`config.mk`:
```
export PLATFORM = sky130hd
export DESIGN_NAME = debam_seq_mult
export DESIGN_NICKNAME = d
export VERILOG_FILES = /design/src/rtl/debam_pkg.sv /design/src/rtl/debam_row_gen.sv /design/src/rtl/debam_seq_mult.sv
export SDC_FILE = /design/constraint.sdc
export NUM_CORES = 1
export LEC_CHECK = 0
export CAP_MARGIN = 15
export CORE_AREA = 2 2 120 122
export DETAILED_ROUTE_END_ITERATION = 8
export DIE_AREA = 0 0 122 124
export GPL_TIMING_DRIVEN = 0
export HOLD_SLACK_MARGIN = 0.02
export PLACE_DENSITY = 0.82
export SLEW_MARGIN = 20
export SYNTH_ARGS = -nofsm -noshare
export SYNTH_HDL_FRONTEND = slang
export SYNTH_SLANG_ARGS = --single-unit
```
`constraint.sdc`:
```
create_clock -name clk -period 6.5 [get_ports clk]
set_input_delay 0.65 -clock clk [delete_from_list [all_inputs] [get_ports clk]]
set_output_delay 0.65 -clock clk [all_outputs]
set_load 0.1 [all_outputs]
```
`src/rtl/debam_pkg.sv`:
```
// rtl/debam_pkg.sv - shared types and constants for the sequential radix-4 multiplier
package debam_pkg;

    typedef enum logic [1:0] {
        IDLE = 2'b00,
        CALC = 2'b01,
        DONE = 2'b10
    } state_t;

    localparam logic MODE_APPROX = 1'b0;
    localparam logic MODE_EXACT  = 1'b1;

    localparam logic [1:0] DK_ZERO  = 2'b00;
    localparam logic [1:0] DK_ONE   = 2'b01;
    localparam logic [1:0] DK_TWO   = 2'b10;
    localparam logic [1:0] DK_THREE = 2'b11;

endpackage

```
`src/rtl/debam_row_gen.sv`:
```
// rtl/debam_row_gen.sv - radix-4 partial-product row generator with approximate 3A
module debam_row_gen
    import debam_pkg::*;
#(
    parameter int N = 16
) (
    input  logic [N-1:0] a,
    input  logic [1:0]   dk,
    input  logic         approx_en,
    output logic [N+1:0] row
);

    // Row is two bits wider than A: the exact 3A term needs N+2 bits.
    // The approximate 3A replaces the carry chain with A|(A<<1).
    always_comb begin
        row = '0;
        case (dk)
            DK_ZERO:  row = '0;
            DK_ONE:   row = {2'b00, a};
            DK_TWO:   row = {1'b0, a, 1'b0};
            DK_THREE: begin
                if (approx_en) begin
                    row = {1'b0, a, 1'b0} | {2'b00, a};
                end else begin
                    row = {1'b0, a, 1'b0} + {2'b00, a};
                end
            end
            default:  row = '0;
        endcase
    end

endmodule

```
`src/rtl/debam_seq_mult.sv`:
```
// rtl/debam_seq_mult.sv - sequential radix-4 multiplier with approximate low rows and early exit
module debam_seq_mult
    import debam_pkg::*;
#(
    parameter int N = 16,
    parameter int M = 4
) (
    input  logic           clk,
    input  logic           rst_n,
    input  logic           in_valid,
    output logic           in_ready,
    input  logic [N-1:0]   a,
    input  logic [N-1:0]   b,
    input  logic           mode,
    output logic           out_valid,
    input  logic           out_ready,
    output logic [2*N-1:0] product
);

    localparam int KW  = $clog2(N / 2);
    localparam int TKW = KW + 2;
    localparam logic [TKW-1:0] APPROX_LIM = TKW'(N - M);
    localparam logic [KW-1:0]  K_LAST     = KW'(N / 2 - 1);

    state_t         state;
    state_t         state_next;
    logic [N-1:0]   a_r;
    logic [N-1:0]   b_r;
    logic           mode_r;
    logic [2*N-1:0] acc;
    logic [2*N-1:0] acc_next;
    logic [2*N-1:0] row_shift;
    logic [KW-1:0]  k;
    logic [TKW-1:0] two_k;
    logic [N-1:0]   b_shift;
    logic [N-1:0]   b_rest;
    logic [1:0]     dk;
    logic           approx_en;
    logic           last_row;
    logic           accept;
    logic [N+1:0]   row;

    debam_row_gen #(.N(N)) u_row_gen (
        .a         (a_r),
        .dk        (dk),
        .approx_en (approx_en),
        .row       (row)
    );

    // Current digit, early-exit test and the next accumulator value
    always_comb begin
        two_k     = {1'b0, k, 1'b0};
        b_shift   = b_r >> two_k;
        dk        = b_shift[1:0];
        b_rest    = b_shift >> 2;
        last_row  = (b_rest == '0) || (k == K_LAST);
        approx_en = (mode_r == MODE_APPROX) && (two_k < APPROX_LIM);
        row_shift = {{(N-2){1'b0}}, row} << two_k;
        acc_next  = acc + row_shift;
    end

    // State register
    always_ff @(posedge clk or negedge rst_n) begin
        if (!rst_n) begin
            state <= IDLE;
        end else begin
            state <= state_next;
        end
    end

    // Next-state and handshake outputs
    always_comb begin
        state_next = state;
        in_ready   = 1'b0;
        out_valid  = 1'b0;
        accept     = 1'b0;
        case (state)
            IDLE: begin
                in_ready = 1'b1;
                if (in_valid) begin
                    accept     = 1'b1;
                    state_next = CALC;
                end
            end
            CALC: begin
                if (last_row) begin
                    state_next = DONE;
                end
            end
            DONE: begin
                out_valid = 1'b1;
                if (out_ready) begin
                    state_next = IDLE;
                end
            end
            default: state_next = IDLE;
        endcase
    end

    // Operand capture, row accumulation and result latch; product only changes on entry to DONE
    always_ff @(posedge clk or negedge rst_n) begin
        if (!rst_n) begin
            a_r     <= '0;
            b_r     <= '0;
            mode_r  <= MODE_APPROX;
            acc     <= '0;
            k       <= '0;
            product <= '0;
        end else begin
            if (accept) begin
                a_r    <= a;
                b_r    <= b;
                mode_r <= mode;
                acc    <= '0;
                k      <= '0;
            end else if (state == CALC) begin
                acc <= acc_next;
                k   <= k + 1'b1;
                if (last_row) begin
                    product <= acc_next;
                end
            end
        end
    end

endmodule

```
==> summary.md <==
| Metric | Value |
|---|---|
| Status | `finished clean` |
| Destination of the critical timing path | `product[25]` |
| Worst Setup Slack, final | `390.0 ps` |
| Worst Reg-to-Reg Cells | `19` |
| Number of antenna cells inserted | `0` |
| Number of design rule violations left after detail routing | `0` |
| Placement-stage worst setup slack | `297.5 ps` |
| Worst endpoint required time | `6730 ps` |
| Max-cap violation count | `0` |
| Tightest hold margin | `181.4 ps` |
| Mapped Nets | `1117` |
| DRC violation total after the first TritonRoute iteration | `915` |
| Number of vias per cell after detailed routing | `6.304` |
| Starting utilization of the core area | `59.78%` |
| Worst-path maximum fanout | `6` |
| Setup Skew | `7.382 ps` |
| Area inside the core boundary | `0.01372 mm^2` |
| Growth of design area from synthesis to finish | `15.38%` |
| Data arrival time of the critical path | `6340 ps` |
| Total routed wirelength | `23.07 mm` |
| TritonCTS clock tree | `built` |
| Number of buffers created by CTS | `9` |
| Number of global-route vias before repair | `7370` |
| Setup repair after global routing missed its margin | `no` |
| Worst Path Class, Setup | `reg2reg` |
| Die area | `0.01513 mm^2` |
| Highest-count cells in the layout ignoring fill and taps | `nand2_1, o21ai_0, dfrtp_1` |
| Layout cells sized above 1 | `5.000%` |
| Max Slew Vio Count | `0` |
| Clock latency of the later-clocked register in the worst-skew pair | `370 ps` |
| Classification of the worst-slack hold path | `in2async` |
| Num ports | `71` |
| Number of flip-flops and latches in the synthesized netlist | `102` |
| Sequential cell area fraction in the yosys report | `31.12%` |
| Worst reg2reg setup slack | `390 ps` |
| Grt total ovfl | `0` |
| Cell area after synthesis | `0.008202 mm^2` |
| Number of buffers on the longest clock path | `2` |
| Height of the die | `124 um` |
| Synth cell types | `77` |
| Post-detail-place hpwl | `17.47 mm` |
| Total Routing Usage GR | `31.61%` |
| Crit. Startpoint | `a_r[0]` |
| # Post-CTS Setup Buffers | `0` |
| # port buffers | `70` |
| Antenna violations before repair | `0` |
| Horizontal die dimension | `122 um` |
| Std-Cell Rows | `43` |
| CTS Root Buffer Type | `clkbuf_16` |
| GPL Wtd Cong | `1.014` |
| Asr flop ratio synth | `100.0%` |
| Global-route wire length before repair | `37.65 mm` |
| Peak clock frequency supported by timing | `163.7 MHz` |
| Warnings from Yosys | `0` |
| Number of enable flip-flop cells after synthesis | `0` |
| Net count, final | `1199` |
| PostCTS Resize Cnt | `0` |
| Count of antenna-violating nets left after detailed routing | `0` |
| Startpoint types | `flop` |
| Number of hold buffers added after cts | `0` |
| Final critical-path required period | `6110 ps` |
| Sink count of the clock tree | `102` |
| Setup TNS | `0 ps` |
| Router iterations before antenna repair | `6` |
| Via count | `8069` |
| Element type at the critical path end | `flop` |
| Hold Fails Final Rpt | `0` |
| Pin count of the biggest net entering global routing | `64` |
| Routed wire length per instance | `18.02 um` |
| Number of instances in the synthesized netlist | `1014` |
| Period Utilization, post-route | `94.00%` |
| Leading cell type in the layout, fill and taps excluded | `nand2_1` |
| Main flop type after synthesis | `dfrtp_1` |
| Reg-to-reg startpoint | `a_r[0]` |
| Worst-margin pin slew | `968.2 ps` |
| Headroom to the max-slew limit | `35.25%` |
| Final Setup Violations | `0` |
| Level count of the clock H-tree | `3` |
| Clock-pin transition on the worst setup and hold timing paths | `70 ps` |
| Endpoint of the worst register-to-register path | `product[25]` |
| Synthesized area per cell | `8.088 um^2` |
## metal layers
layer  track usage (%)  wire length (um)
met1             45.58             10580
met2             48.81             10290
met3             4.212              1653
met4             11.42               545
met5                 0                 0
## registers in the layout, summed over array words and instances, names as in the netlist
register,count
product,32
acc,32
b_r,16
a_r,16
state,2
k,3
mode_r,1
## cell type report
type                            count  area, um^2
Multi-Input combinational cell    817        5270
Fill cell                        1153        4257
Sequential cell                   102        2552
Timing Repair Buffer               71       729.5
Clock buffer                       11       252.7
Tap cell                          180       225.2
Buffer                             50       211.5
Inverter                           45       168.9
Clock inverter                      4       52.55
## stage by stage
stage | std cells | instance area [um^2] | util, %
after floorplan | 1014 | 8202 | -
after global placement | 1264 | 9128 | 66.53
after detailed placement | 1265 | 9156 | 66.74
after CTS | 1280 | 9462 | 68.96
after global routing | 1280 | 9463 | 68.97
final | 1280 | 9463 | 68.97
## worst max-delay path, stage by stage, from the launching register on
cell       delay, ps
dfrtp_1          480
ha_1             250
inv_1             80
fa_1             210
nand2b_1         200
a21oi_1          140
o21ai_0          700
a41oi_1          350
or2_2            370
mux4_2           500
o22ai_1          180
ha_1             320
and3_1           210
a221o_1          350
a211o_1          330
a2111oi_1        540
o21ai_0          150
a31oi_1          220
xor2_1           270
o21ai_0          110
## how the worst min path moves through the flow
stage                  end  slack (ps)  cells past startpoint
6_report           a_r[14]         180                      1
3_3_place_gp   product[10]         460                      2
2_1_floorplan       a_r[0]         350                      0
4_1_cts            a_r[13]         210                      1
3_5_place_dp   product[13]         460                      2
5_1_grt            a_r[13]         220                      1
## cell usage after synthesis (all sizes together) (4+ instances only)
cell type  instances  area [um^2]
nand2            172        645.6
mux2i             17        170.2
o22ai              5        31.28
xnor2              8        70.07
nor2b              7        43.79
mux2               9        101.4
xor2               9        78.83
a211oi            18        135.1
nand2b            10        62.56
and2              11        71.32
a31oi              7        43.79
a22o               7        61.31
nor2              68        255.2
ha                64        800.8
o221ai             4        35.03
inv               44        165.2
a21oi             48        240.2
o31ai             14        118.9
clkbuf            40        150.1
nand3             48        240.2
and4               5        43.79
o211ai            10        75.07
nor3              27        135.1
and3              16        100.1
o21ai            106        530.5
a21o              15        112.6
buf               10        61.31
or4                8        60.06
o2bb2ai            4        35.03
o21bai             5        37.54
mux4               7        157.7
dfrtp            102         2552
or2                6        37.54
o21a              14        105.1
nor3b              5        37.54
nand4              5        31.28
## cells by family after synthesis
| family | synth area share (%) |
|---|---|
| fa+ha+maj | 10.25 |
| mux | 5.233 |
| xor+xnor | 2.090 |
| compound gates | 24.21 |
| buf+inv | 4.638 |
| flops | 31.12 |
| simple gates | 22.46 |
Power is left out: the tool's default activity adds up to more than one toggle a clock period on the data nets, which glitch-free logic cannot reach.
